`src/rtl/asconp_round_ctrl_if.sv`:
```
// Handshake, state and datapath bundle for the Ascon-p round controller.
// The abort_i wire exists only when ASCONP_ROUND_CTRL_ABORT_EN is defined.
interface asconp_round_ctrl_if;
   logic        in_valid_i;
   logic        in_ready_o;
   logic [3:0]  rounds_i;
   logic [63:0] s0_i, s1_i, s2_i, s3_i, s4_i;
   logic        out_valid_o;
   logic        out_ready_i;
   logic [63:0] s0_o, s1_o, s2_o, s3_o, s4_o;
   logic [3:0]  round_cnt_o;
   logic [63:0] dp_x0_o, dp_x1_o, dp_x2_o, dp_x3_o, dp_x4_o;
   logic [63:0] dp_x0_i, dp_x1_i, dp_x2_i, dp_x3_i, dp_x4_i;
   logic        busy_o;
`ifdef ASCONP_ROUND_CTRL_ABORT_EN
   logic        abort_i;
`endif

   // Controller side
   modport slave (
      input  in_valid_i, rounds_i, s0_i, s1_i, s2_i, s3_i, s4_i,
      input  out_ready_i, dp_x0_i, dp_x1_i, dp_x2_i, dp_x3_i, dp_x4_i,
      output in_ready_o, out_valid_o, s0_o, s1_o, s2_o, s3_o, s4_o,
      output round_cnt_o, dp_x0_o, dp_x1_o, dp_x2_o, dp_x3_o, dp_x4_o,
      output busy_o
`ifdef ASCONP_ROUND_CTRL_ABORT_EN
      , input abort_i
`endif
   );

   // Requester / datapath side
   modport master (
      output in_valid_i, rounds_i, s0_i, s1_i, s2_i, s3_i, s4_i,
      output out_ready_i, dp_x0_i, dp_x1_i, dp_x2_i, dp_x3_i, dp_x4_i,
      input  in_ready_o, out_valid_o, s0_o, s1_o, s2_o, s3_o, s4_o,
      input  round_cnt_o, dp_x0_o, dp_x1_o, dp_x2_o, dp_x3_o, dp_x4_o,
      input  busy_o
`ifdef ASCONP_ROUND_CTRL_ABORT_EN
      , output abort_i
`endif
   );
endinterface

```
`src/rtl/asconp_round_ctrl.sv`:
```
// Ascon-p round controller: loads a 320-bit state, iterates an external
// one-round combinational datapath for 1..12 rounds, then holds the result
// under valid/ready. Optional abort port enabled by ASCONP_ROUND_CTRL_ABORT_EN.
module asconp_round_ctrl (
   input  logic clk_i,
   input  logic rst_i,
   asconp_round_ctrl_if.slave bus
);
   typedef enum logic [1:0] {IDLE = 2'd0, RUN = 2'd1, DONE = 2'd2} state_t;

   state_t           state_q, state_d;
   logic [3:0]       idx_q, idx_d, start_idx;
   logic [4:0][63:0] st_q, st_d, s_in, dp_in;
   logic             abort;
   logic             out_valid;

   assign s_in  = {bus.s4_i, bus.s3_i, bus.s2_i, bus.s1_i, bus.s0_i};
   assign dp_in = {bus.dp_x4_i, bus.dp_x3_i, bus.dp_x2_i, bus.dp_x1_i, bus.dp_x0_i};

`ifdef ASCONP_ROUND_CTRL_ABORT_EN
   assign abort = bus.abort_i;
`else
   assign abort = 1'b0;
`endif

   // Out-of-range round counts run the full 12 rounds (start index 0).
   assign start_idx = (bus.rounds_i == 4'd0 || bus.rounds_i > 4'd12) ?
                      4'd0 : 4'd12 - bus.rounds_i;

   // State, round index and state words; reset clears everything at once.
   always_ff @(posedge clk_i or posedge rst_i) begin
      if (rst_i) begin
         state_q <= IDLE;
         idx_q   <= 4'd0;
         st_q    <= '0;
      end else begin
         state_q <= state_d;
         idx_q   <= idx_d;
         st_q    <= st_d;
      end
   end

   // Next-state: accept in IDLE, one round per cycle in RUN, hold in DONE.
   always_comb begin
      state_d = state_q;
      idx_d   = idx_q;
      st_d    = st_q;
      case (state_q)
         IDLE: begin
            if (bus.in_valid_i) begin
               st_d    = s_in;
               idx_d   = start_idx;
               state_d = RUN;
            end
         end
         RUN: begin
            if (abort) begin
               st_d    = '0;
               idx_d   = 4'd0;
               state_d = IDLE;
            end else begin
               st_d = dp_in;
               if (idx_q == 4'd11) state_d = DONE;
               else                idx_d   = idx_q + 4'd1;
            end
         end
         DONE: begin
            if (abort) begin
               st_d    = '0;
               idx_d   = 4'd0;
               state_d = IDLE;
            end else if (bus.out_ready_i) begin
               state_d = IDLE;
            end
         end
         default: state_d = IDLE;
      endcase
   end

   assign out_valid       = (state_q == DONE);
   assign bus.out_valid_o = out_valid;
   assign bus.in_ready_o  = (state_q == IDLE) && !rst_i;
   assign bus.busy_o      = (state_q == RUN);
   assign bus.round_cnt_o = idx_q;

   assign bus.dp_x0_o = st_q[0];
   assign bus.dp_x1_o = st_q[1];
   assign bus.dp_x2_o = st_q[2];
   assign bus.dp_x3_o = st_q[3];
   assign bus.dp_x4_o = st_q[4];

   // Result words are gated so they read zero whenever no result is offered.
   assign bus.s0_o = out_valid ? st_q[0] : 64'd0;
   assign bus.s1_o = out_valid ? st_q[1] : 64'd0;
   assign bus.s2_o = out_valid ? st_q[2] : 64'd0;
   assign bus.s3_o = out_valid ? st_q[3] : 64'd0;
   assign bus.s4_o = out_valid ? st_q[4] : 64'd0;
endmodule

```
`src/flat_wrapper.sv`:
```
// flat-port wrapper written by rule: the top's interface ports become plain ports
module asconp_round_ctrl_flat 
  (clk_i, rst_i, bus_in_valid_i, bus_rounds_i, bus_s0_i, bus_s1_i, bus_s2_i, bus_s3_i, bus_s4_i, bus_out_ready_i, bus_dp_x0_i, bus_dp_x1_i, bus_dp_x2_i, bus_dp_x3_i, bus_dp_x4_i, bus_in_ready_o, bus_out_valid_o, bus_s0_o, bus_s1_o, bus_s2_o, bus_s3_o, bus_s4_o, bus_round_cnt_o, bus_dp_x0_o, bus_dp_x1_o, bus_dp_x2_o, bus_dp_x3_o, bus_dp_x4_o, bus_busy_o);
  asconp_round_ctrl_if bus_i ();
  input  logic clk_i;
  input  logic rst_i;
  input wire logic [$bits(bus_i.in_valid_i)-1:0] bus_in_valid_i;
  input wire logic [$bits(bus_i.rounds_i)-1:0] bus_rounds_i;
  input wire logic [$bits(bus_i.s0_i)-1:0] bus_s0_i;
  input wire logic [$bits(bus_i.s1_i)-1:0] bus_s1_i;
  input wire logic [$bits(bus_i.s2_i)-1:0] bus_s2_i;
  input wire logic [$bits(bus_i.s3_i)-1:0] bus_s3_i;
  input wire logic [$bits(bus_i.s4_i)-1:0] bus_s4_i;
  input wire logic [$bits(bus_i.out_ready_i)-1:0] bus_out_ready_i;
  input wire logic [$bits(bus_i.dp_x0_i)-1:0] bus_dp_x0_i;
  input wire logic [$bits(bus_i.dp_x1_i)-1:0] bus_dp_x1_i;
  input wire logic [$bits(bus_i.dp_x2_i)-1:0] bus_dp_x2_i;
  input wire logic [$bits(bus_i.dp_x3_i)-1:0] bus_dp_x3_i;
  input wire logic [$bits(bus_i.dp_x4_i)-1:0] bus_dp_x4_i;
  output wire logic [$bits(bus_i.in_ready_o)-1:0] bus_in_ready_o;
  output wire logic [$bits(bus_i.out_valid_o)-1:0] bus_out_valid_o;
  output wire logic [$bits(bus_i.s0_o)-1:0] bus_s0_o;
  output wire logic [$bits(bus_i.s1_o)-1:0] bus_s1_o;
  output wire logic [$bits(bus_i.s2_o)-1:0] bus_s2_o;
  output wire logic [$bits(bus_i.s3_o)-1:0] bus_s3_o;
  output wire logic [$bits(bus_i.s4_o)-1:0] bus_s4_o;
  output wire logic [$bits(bus_i.round_cnt_o)-1:0] bus_round_cnt_o;
  output wire logic [$bits(bus_i.dp_x0_o)-1:0] bus_dp_x0_o;
  output wire logic [$bits(bus_i.dp_x1_o)-1:0] bus_dp_x1_o;
  output wire logic [$bits(bus_i.dp_x2_o)-1:0] bus_dp_x2_o;
  output wire logic [$bits(bus_i.dp_x3_o)-1:0] bus_dp_x3_o;
  output wire logic [$bits(bus_i.dp_x4_o)-1:0] bus_dp_x4_o;
  output wire logic [$bits(bus_i.busy_o)-1:0] bus_busy_o;
  assign bus_i.in_valid_i = bus_in_valid_i;
  assign bus_i.rounds_i = bus_rounds_i;
  assign bus_i.s0_i = bus_s0_i;
  assign bus_i.s1_i = bus_s1_i;
  assign bus_i.s2_i = bus_s2_i;
  assign bus_i.s3_i = bus_s3_i;
  assign bus_i.s4_i = bus_s4_i;
  assign bus_i.out_ready_i = bus_out_ready_i;
  assign bus_i.dp_x0_i = bus_dp_x0_i;
  assign bus_i.dp_x1_i = bus_dp_x1_i;
  assign bus_i.dp_x2_i = bus_dp_x2_i;
  assign bus_i.dp_x3_i = bus_dp_x3_i;
  assign bus_i.dp_x4_i = bus_dp_x4_i;
  assign bus_in_ready_o = bus_i.in_ready_o;
  assign bus_out_valid_o = bus_i.out_valid_o;
  assign bus_s0_o = bus_i.s0_o;
  assign bus_s1_o = bus_i.s1_o;
  assign bus_s2_o = bus_i.s2_o;
  assign bus_s3_o = bus_i.s3_o;
  assign bus_s4_o = bus_i.s4_o;
  assign bus_round_cnt_o = bus_i.round_cnt_o;
  assign bus_dp_x0_o = bus_i.dp_x0_o;
  assign bus_dp_x1_o = bus_i.dp_x1_o;
  assign bus_dp_x2_o = bus_i.dp_x2_o;
  assign bus_dp_x3_o = bus_i.dp_x3_o;
  assign bus_dp_x4_o = bus_i.dp_x4_o;
  assign bus_busy_o = bus_i.busy_o;
  asconp_round_ctrl u_core (.clk_i(clk_i), .rst_i(rst_i), .bus(bus_i));
endmodule
```
`config.mk`:
```
export PLATFORM = sky130hd
export DESIGN_NAME = asconp_round_ctrl_flat
export DESIGN_NICKNAME = d
export VERILOG_FILES = /design/src/rtl/asconp_round_ctrl_if.sv /design/src/rtl/asconp_round_ctrl.sv /design/src/flat_wrapper.sv
export SDC_FILE = /design/constraint.sdc
export NUM_CORES = 1
export LEC_CHECK = 0
export BUFFER_PORTS_ARGS = -buffer_cell sky130_fd_sc_hd__buf_2
export CORE_AREA = 5 5 508 510
export CTS_CLUSTER_DIAMETER = 120
export DETAILED_ROUTE_END_ITERATION = 6
export DIE_AREA = 0 0 513 515
export GPL_TIMING_DRIVEN = 0
export HOLD_SLACK_MARGIN = 0.1
export PLACE_DENSITY_LB_ADDON = 0.05
export SYNTH_ARGS = -nofsm -noshare
export SYNTH_HDL_FRONTEND = slang
export SYNTH_SLANG_ARGS = --single-unit
```
`constraint.sdc`:
```
create_clock -name clk_i -period 12.08 [get_ports clk_i]
set_input_delay 1.208 -clock clk_i [delete_from_list [all_inputs] [get_ports clk_i]]
set_output_delay 1.208 -clock clk_i [all_outputs]
set_load 0.05 [all_outputs]
```
### Word-level counts from Yosys, hierarchy flattened

Cells that the tools add are included.

* register bits after elaboration: 326
* input bits: 648
* word-level logic and storage cells: 41

* add/sub/neg operators: 2
* order comparisons: 1
* equal/unequal tests: 7
* muxes and demuxes: 15
* reduce and logical (&&, ||, !) cells: 9

Operators with widths (count)
* $pmux W320 S2: 1
* $mux W320: 1
* $mux W64: 5
* $mux W4: 3
* $pmux W4 S2: 1
* $mux W2: 3
* $ne A2 B2 Y1 const B: 3
* $pmux W2 S3: 1
* $reduce_and A3 Y1: 2
* $add A4 B1 Y4 const B: 1
* $eq A4 B4 Y1 const B: 1
* $gt A4 B4 Y1 const B: 1
* $logic_not A4 Y1: 1
* $sub A4 B4 Y4 const A: 1
* $eq A2 B1 Y1 const B: 1
* $eq A2 B2 Y1 const B: 1
* $logic_not A2 Y1: 1
* $ne A2 B1 Y1 const B: 1
* $reduce_and A2 Y1: 1
* $reduce_bool A2 Y1: 1
* $logic_and A1 B1 Y1: 1
* $logic_not A1 Y1: 1
* $logic_or A1 B1 Y1: 1

### Depth between registers and ports, before layout

Gate-level depths: netlist of run 1.

* depth in word-level cells: 5
* depth in mapped cells: 7
* gate-level depth less buffers: 6

### Worst setup path before layout of run 1

No wires, ideal clock.

* path type: input to output
* start point: input rst_i
* end point: output bus_in_ready_o
* data arrival time: 2.253 ns
* data required time: 10.872 ns
* setup slack: 8.619 ns
* stages on the path: 1
* buffers on the path: 0
* cell sequence: nor3_1

* word-level cells in the longest chain between the ends: 2

RTL lines
* start, declared: RTL line flat_wrapper.sv:6 `input logic rst_i;`
* $logic_not A1 Y1 (no line)
* $logic_and A1 B1 Y1: RTL line asconp_round_ctrl.sv:82 `assign bus.in_ready_o = (state_q == IDLE) && !rst_i;`
* end, declared: RTL line flat_wrapper.sv:20 `output wire logic [$bits(bus_i.in_ready_o)-1:0] bus_in_ready_o;`

Every way passes these cells.

### Worst setup path after layout of run 1

* start point: register u_core.state_q[0]
* end point: output bus_s2_o[58]

* word-level cells in the longest chain between the ends: 2

RTL lines
* start, declared: RTL line asconp_round_ctrl.sv:11 `state_t state_q, state_d;`
* start signal, assigned: RTL line asconp_round_ctrl.sv:37 `state_q <= state_d;`
* $eq A2 B2 Y1: RTL line asconp_round_ctrl.sv:80 `assign out_valid = (state_q == DONE);`
* $mux W64: RTL line asconp_round_ctrl.sv:95 `assign bus.s2_o = out_valid ? st_q[2] : 64'd0;`
* end, declared: RTL line flat_wrapper.sv:24 `output wire logic [$bits(bus_i.s2_o)-1:0] bus_s2_o;`

Every way passes these cells.

==> flow_summary.toml, run 1 <==
[die]
coreArea_mm2 = 0.253
row_count = 185
ios = 1295
start_util_pct = 6.93
die_area_mm2 = 0.264
dieHeight_um = 515
die_x_um = 513

[power_and_ir_drop]
max-vdd-ir-drop_mv = 0.113
leakage_nw = 15.5
p_per_area_mw_per_mm2 = 297

[grt]
grt_remaining_overflow = 0
grt_max_degree = 91
antenna_found_initial = 91
grt_pass1_vias = 20500
grt_util_all_layers_pct = 12.2
grt_pass1_wl_um = 215000

[synthesis]
syn-num-nets = 2438
ys_seq_area_share_pct = 46.5
synth_edf_count = 0
avgSynthCellArea_um2 = 9.80
postSynthCellCount = 1788
netlist_area_mm2 = 0.0175
synth_common_cells = "326 x dfrtp_1, 322 x nand2_1, 320 x and2_1, 320 x mux2i_1, 252 x o21ai_1"
synth-seq-cells = 326
yosys-top-cells-area = "dfrtp_1 47%, mux2i_1 18%, and2_1 11%, o21ai_1 7.2%, nand2_1 6.9%"
synth_cell_types = 31
synth_ff_type = "dfrtp_1"
yosys.area.top_type = "dfrtp_1"
synthArstFlopShare_pct = 100
synth_top_cell_area_share_pct = 46.5
yosysWarnings = 0
yosysMostFrequentCell = "dfrtp_1"

[critical_path]
cp-start-kind = "flip-flop"
cp-end-kind = "output pin"
cp.arrival_ps = 4310
critPathLaunch = "u_core.state_q[0]$_DFFE_PP0P_"
reg2reg_from = "u_core.state_q[0]$_DFFE_PP0P_"
crit_fanout = 10
crit_required_ps = 10870
crit_type = "reg -> out"

[cts]
cts-root-buf = "clkbuf_16"
cts.sinks = 326
cts_max_level = 2
cts_buffer_depth = 3
cts_tree = "yes"
cts_buffers = 53
ctsHoldBuffers = 0
post_cts_buffers = 0
ctsResizeCount = 0
insertion_delay_ps = 660
path_clk_slew_ps = 60

[drt]
wire_per_inst_um = 25.6
drtAntennaViolNets = 0
avgViaCountPerCell = 2.87
routed_wl_um = 168000
vias = 18900
drc = 0
drt_iter0_drc = 657
dr.pass1.iters = 5

[finish]
drive_above_1_share_pct = 45.9
final_nets = 3791
regArea_mm2 = 0.00816
multi_input_area_mm2 = 0.00823
fillCellCount = 29400
stdcell_area_mm2 = 0.0302
syn_to_final_growth_pct = 72.2

[timing]
fin_crit_ps = 5520
timing.hold.ws_ps = 500
fin_setup_tns_ps = 0
clock-skew-final_ps = 18.4
setup_viol = 0
hold_violations = 0
finalMaxSlewViolations = 0
setup_ws_ps = 6560
fmax_mhz = 181
slew_headroom_pct = 24.4
rsz0062_at_grt = "no"
period_share_pct = 45.7
tightest_slew_ps = 1130

[run_status]
status = "completed"

[worst_hold_path]
hold_path.class = "reg -> reg"
worstHoldStart = "u_core.bus.dp_x1_o[6]$_DFFE_PP0P_"

[placement]
numPortBuffers = 1294
post-dp-hpwl_um = 144000
dpl-instance-area_mm2 = 0.0283
gp_congestion = 0.774
place_ws_ps = 6830

[flow_run]
cap_violations = 0
stage by stage:
stage	power, mW	utilization, %	std cells
finish	8.98	11.9	6584
global route	9.51	11.9	6564
CTS	9.33	11.9	6549
detailed placement	7.63	11.2	6452
global placement	7.65	11.2	6448
floorplan	5.41	-	1788
report_power, final:
part	total [mW]	switching, mW	internal [mW]
clock network	1.60	0.647	0.949
registers	2.40	0.750	1.65
logic	4.98	3.78	1.20
flip-flops by register name, indices dropped and copies added (netlist names):
register and count:
u_core.bus.dp_x0_o 64, u_core.bus.dp_x1_o 64, u_core.bus.dp_x2_o 64, u_core.bus.dp_x3_o 64
u_core.bus.dp_x4_o 64, u_core.bus.round_cnt_o 4, u_core.state_q 2
layout make-up:
cell class	count	share of cell area, %
sequential	326	27.0
buffer	143	3.69
timing repair buffer	1298	21.8
multi-input combinational	1313	27.3
tap	3366	14.0
clock buffer	85	5.46
inverter	6	0.116
antenna	35	0.290
clock inverter	12	0.344
path summary, 6_finish.rpt:
kind | to | slack (ps) | depth (start not counted)
min in group asynchronous | u_core.bus.dp_x1_o[56]$_DFFE_PP0P_ | 530 | 2
setup / recovery | bus_s2_o[58] | 6560 | 6
hold / removal | u_core.bus.dp_x1_o[6]$_DFFE_PP0P_ | 500 | 2
hold reg to reg | u_core.bus.dp_x1_o[6]$_DFFE_PP0P_ | 500 | 2
setup reg to reg | u_core.bus.dp_x4_o[7]$_DFFE_PP0P_ | 9230 | 4
max in group asynchronous | u_core.bus.dp_x3_o[32]$_DFFE_PP0P_ | 9870 | 5
cells by family (layout without fill, tap and decap cells):
logic type,count (synthesis),in the layout,share of synthesized area (%)
AO/OA/AOI/OAI,334,334,9.78
multiplexers,320,320,18.3
other,0,35,0
XOR/XNOR,1,1,0.0500
buffers and inverters,149,1544,6.49
adder cells (fa/ha/maj),2,2,0.143
flip-flops,326,326,46.5
AND/OR/NAND/NOR,656,656,18.7
per-layer routing:
metal	global-route usage [%]	vias to the layer above	share of wire [%]
met5	0	-	0.22
met4	3.24	60	2.6
met3	5.58	207	10
met2	21.2	983	49
met1	13.5	8862	38
li1	-	8763	-
layout by cell type (no fill, tap or decap), types with 16 or more instances in the layout:
master,n
clkbuf_16,55
o21ai_1,252
buf_4,39
diode_2,35
mux2i_1,320
and2_1,320
buf_2,1299
dfrtp_1,326
clkbuf_8,16
clkbuf_1,81
o21ai_0,72
nand2_1,322
buf_12,22
worst max-delay path: stages (launching register included):
cell and delay (ps):
dfrtp_1 470, nor2b_1 130, clkbuf_1 680, buf_2 620, clkbuf_1 900, and2_1 490
buf_2 350
(Power assumes the default switching activity.)
==> run 2, diff against run 1 <==
- CORE_AREA: 5 5 508 510 -> 5 5 505 507
- DIE_AREA: 0 0 513 515 -> 0 0 510 512
- clock period: 12.08 -> 4.4 ns (I/O delays scaled with it)
==> flow_summary.toml, run 2 (synthesis gave the netlist of run 1 again) <==
[timing]
period_share_pct = 88.9
clock-skew-final_ps = 23.6
setup_ws_ps = 488
slew_headroom_pct = 22.3
tightest_slew_ps = 1170
fmax_mhz = 256
fin_crit_ps = 3910
rsz0062_at_grt = "no"
hold_violations = 0
finalMaxSlewViolations = 0
setup_viol = 0

[critical_path]
cp-start-kind = "flip-flop"
crit_required_ps = 3960
cp-end-kind = "output pin"
crit_type = "reg -> out"
cp.arrival_ps = 3470
crit_fanout = 10

[cts]
cts_tree = "yes"
cts_buffer_depth = 3
cts_max_level = 2
cts.sinks = 326
cts_buffers = 51
insertion_delay_ps = 650
path_clk_slew_ps = 60
cts-root-buf = "clkbuf_16"

[drt]
wire_per_inst_um = 24.4
vias = 20800
routed_wl_um = 173000
drc = 0
dr.pass1.iters = 4
drtAntennaViolNets = 0
drt_iter0_drc = 677
avgViaCountPerCell = 2.93

[grt]
grt_pass1_vias = 22800
grt_remaining_overflow = 0
antenna_found_initial = 76
grt_util_all_layers_pct = 12.6
grt_pass1_wl_um = 223000
grt_max_degree = 33

[finish]
fillCellCount = 28900
mostFrequentLayoutCells = "1299 x buf_2, 536 x dlygate4sd3_1, 326 x dfrtp_1"
multi_input_area_mm2 = 0.00823
regArea_mm2 = 0.00816
final_nets = 4333
drive_above_1_share_pct = 39.5
syn_to_final_growth_pct = 102
mostFrequentLayoutCell = "buf_2"

[die]
die_x_um = 510
die_area_mm2 = 0.261
start_util_pct = 7.01
dieHeight_um = 512
coreArea_mm2 = 0.250
row_count = 184
ios = 1295

[flow_run]
cap_violations = 0

[power_and_ir_drop]
leakage_nw = 17.8
p_per_area_mw_per_mm2 = 720
total_power_mw = 25.5
max-vdd-ir-drop_mv = 0.432

[placement]
place_ws_ps = -68.4
gp_congestion = 0.803
numPortBuffers = 1294
post-dp-hpwl_um = 147000

[worst_hold_path]
hold_path.class = "in -> reg"

[run_status]
status = "completed"
## run 2: per-layer routing
| metal | global-route usage, % | wire (um) | up-vias |
|---|---|---|---|
| met5 | 0 | 255 | - |
| met4 | 2.57 | 3550 | 44 |
| met3 | 4.21 | 14400 | 163 |
| met2 | 22.6 | 85900 | 956 |
| met1 | 14.6 | 68600 | 9805 |
| li1 | - | - | 9817 |
## run 2: through the flow
stage | util, % | hold slack (ps) | instance area, um^2 | setup TNS, ps | std cells
floorplan | - | 606 | 17500 | -127380 | 1788
global placement | 11.3 | 485 | 28200 | -1532150 | 6430
detailed placement | 11.4 | 494 | 28400 | -113 | 6442
CTS | 14.2 | 101 | 35400 | 0 | 7067
global route | 14.2 | 107 | 35500 | 0 | 7079
finish | 14.2 | 153 | 35500 | 0 | 7086
## run 2: power breakdown
| part | total, mW | leakage [nW] | internal (mW) | switching (mW) |
|---|---|---|---|---|
| Sequential | 6.64 | 3.85 | 4.53 | 2.11 |
| Combinational | 14.7 | 13.1 | 4.23 | 10.5 |
| Clock | 4.16 | 0.808 | 2.40 | 1.76 |
| Total | 25.5 | 17.8 | 11.2 | 14.4 |
## run 2: final timing paths
path | cells after the start | startpoint | slack [ps] | endpoint
worst max-delay path | 6 | u_core.state_q[0]$_DFFE_PP0P_ | 490 | bus_s2_o[15]
worst min-delay path | 3 | bus_s0_i[59] | 150 | u_core.bus.dp_x0_o[59]$_DFFE_PP0P_
worst max register to register | 4 | u_core.state_q[0]$_DFFE_PP0P_ | 1720 | u_core.bus.dp_x3_o[3]$_DFFE_PP0P_
worst min register to register | 2 | u_core.bus.dp_x2_o[15]$_DFFE_PP0P_ | 500 | u_core.bus.dp_x2_o[15]$_DFFE_PP0P_
max in group asynchronous | 8 | rst_i | 2430 | u_core.bus.dp_x2_o[63]$_DFFE_PP0P_
min in group asynchronous | 3 | rst_i | 390 | u_core.bus.round_cnt_o[0]$_DFFE_PP0P_
## run 2: worst max-delay path, stage by stage (launching register included)
cell	delay, ps
dfrtp_1	460
nor2b_1	130
clkbuf_2	350
buf_2	600
clkbuf_1	510
and2_1	380
buf_2	350
## run 2: layout make-up
cell class	count	share of cell area, %
repair buffers	1842	34.1
multi-input cells	1313	23.2
flip-flops and latches	326	23.0
well taps	3348	11.8
clock buffers	70	4.08
plain buffers	143	3.15
clock inverters	19	0.462
diodes	19	0.134
inverters	6	0.0882
## run 2: what timing repair did
| item | in CTS | in global routing |
|---|---|---|
| setup endpoints to repair | 186 | 0 |
| resized for setup | 5 | 0 |
| hold buffers | 536 | 0 |
| buffers inserted | 0 | 0 |
| endpoints found under the hold margin | 345 | 0 |
==> run 3, diff against run 2 <==
- CTS_BUF_LIST: not set -> sky130_fd_sc_hd__clkbuf_8 sky130_fd_sc_hd__clkbuf_16
- clock period: 4.4 -> 3.4 ns (I/O delays scaled with it)
==> flow_summary.toml, run 3 (synthesis gave the netlist of run 1 again) <==
[run_status]
status = "completed"

[die]
ios = 1295
die_area_mm2 = 0.261
coreArea_mm2 = 0.250
die_x_um = 510
dieHeight_um = 512
row_count = 184
start_util_pct = 7.01

[placement]
numPortBuffers = 1294
post-dp-hpwl_um = 147000
gp_congestion = 0.803

[drt]
drt_iter0_drc = 724
routed_wl_um = 173000
vias = 21200
drtAntennaViolNets = 0
dr.pass1.iters = 4
drc = 0
wire_per_inst_um = 24.0
avgViaCountPerCell = 2.95

[timing]
timing.hold.ws_ps = 117
finalMaxSlewViolations = 0
fmax_mhz = 318
period_share_pct = 92.4
setup_viol = 0
clock-skew-final_ps = 23.0
tightest_slew_ps = 1190
hold_violations = 0
fin_crit_ps = 3140
slew_headroom_pct = 20.5
fin_setup_tns_ps = 0

[cts]
cts_buffers = 51
cts-root-buf = "clkbuf_16"
cts.sinks = 326
cts_buffer_depth = 3
cts_tree = "yes"
cts_max_level = 2
path_clk_slew_ps = 60
insertion_delay_ps = 650

[grt]
grt_pass1_vias = 23300
grt_util_all_layers_pct = 12.7
grt_remaining_overflow = 0
antenna_found_initial = 76
grt_pass1_wl_um = 224000
grt_max_degree = 33

[finish]
mostFrequentLayoutCell = "buf_2"
syn_to_final_growth_pct = 108
mostFrequentLayoutCells = "1293 x buf_2, 631 x dlygate4sd3_1, 326 x dfrtp_1"
final_nets = 4428
drive_above_1_share_pct = 39.2
fillCellCount = 28800
multi_input_area_mm2 = 0.00824
regArea_mm2 = 0.00816

[critical_path]
timing.rr.end = "u_core.bus.dp_x2_o[62]$_DFFE_PP0P_"
cp.arrival_ps = 2800
cp_slowest_cell = "dfrtp_1"
crit_fanout = 10
max_stage_delay_ps = 460
crit_type = "reg -> out"
reg2reg_from = "u_core.state_q[0]$_DFFE_PP0P_"
worst_r2r_path_depth = 8
crit_required_ps = 3060
crit_chain = "nor2b_1 -> clkbuf_4 -> buf_8 -> clkbuf_2 -> and2_1 -> buf_2"
cp-end-kind = "output pin"
rrSetupSlack_ps = 700
cp-start-kind = "flip-flop"

[worst_hold_path]
hold_depth = 3
worstHoldStart = "bus_dp_x3_i[15]"
whs_endpoint = "u_core.bus.dp_x3_o[15]$_DFFE_PP0P_"
hold_path.class = "in -> reg"

[power_and_ir_drop]
max-vdd-ir-drop_mv = 0.563
leakage_nw = 18.3
p_per_area_mw_per_mm2 = 913

[flow_run]
cap_violations = 0
-- run 3: how the worst max path moves through the flow --
stage,startpoint,endpoint,slack (ps),cells after the start
after floorplan,rst_i,u_core.bus.dp_x0_o[0]$_DFFE_PP0P_,-1290,1
after global placement,rst_i,u_core.bus.dp_x4_o[19]$_DFFE_PP0P_,-5720,2
after detailed placement,u_core.state_q[0]$_DFFE_PP0P_,bus_s2_o[61],-970,6
after CTS,u_core.state_q[0]$_DFFE_PP0P_,bus_s3_o[10],-5,6
after global routing,u_core.state_q[0]$_DFFE_PP0P_,bus_s1_o[27],-0.3,6
final,u_core.state_q[0]$_DFFE_PP0P_,bus_s3_o[58],260,6
-- run 3: stage by stage --
step | area (um^2) | cells | utilization (%) | total power, mW | setup WS (ps)
6_report | 36500 | 7186 | 14.6 | 33.4 | 257
5_1_grt | 36500 | 7176 | 14.6 | 35.3 | -0.284
4_1_cts | 36500 | 7162 | 14.6 | 34.6 | -5.05
3_5_place_dp | 28400 | 6442 | 11.4 | 27.1 | -968
3_3_place_gp | 28200 | 6430 | 11.3 | 27.2 | -5720
2_1_floorplan | 17500 | 1788 | - | 19.2 | -1290
-- run 3: final cells by class --
class | count | area share, %
Antenna cell | 24 | 0.164
Buffer | 143 | 3.32
Clock buffer | 61 | 3.87
Clock inverter | 28 | 0.541
Inverter | 6 | 0.0856
Multi-Input combinational cell | 1313 | 22.6
Sequential cell | 326 | 22.3
Tap cell | 3348 | 11.5
Timing Repair Buffer | 1937 | 35.7
-- run 3: timing repair --
| action | CTS | global route |
|---|---|---|
| hold endpoints to repair | 415 | 0 |
| hold buffers | 631 | 0 |
| buffers inserted | 0 | 0 |
| setup endpoints to repair | 321 | 3 |
| gates resized for setup | 52 | 3 |
-- run 3: critical path: cells and delay by family (launching register included) --
kind | cells | cell delay (ps)
flops | 1 | 460
simple gates | 2 | 490
buf+inv | 4 | 1120
-- run 3: power by group --
| part | leakage, nW | internal [mW] | total (mW) | switching, mW |
|---|---|---|---|---|
| registers | 3.85 | 5.86 | 8.58 | 2.72 |
| clock network | 0.845 | 3.08 | 5.36 | 2.28 |
| logic | 13.6 | 5.76 | 19.4 | 13.7 |
| total | 18.3 | 14.7 | 33.4 | 18.7 |
-- run 3: layer usage --
| layer | part of all wire [%] | track usage, % | vias up |
|---|---|---|---|
| met1 | 40 | 14.6 | 10000 |
| li1 | - | - | 10000 |
| met5 | 0.14 | 0 | - |
| met4 | 2.0 | 2.62 | 42 |
| met3 | 8.1 | 4.14 | 161 |
| met2 | 50 | 22.6 | 943 |
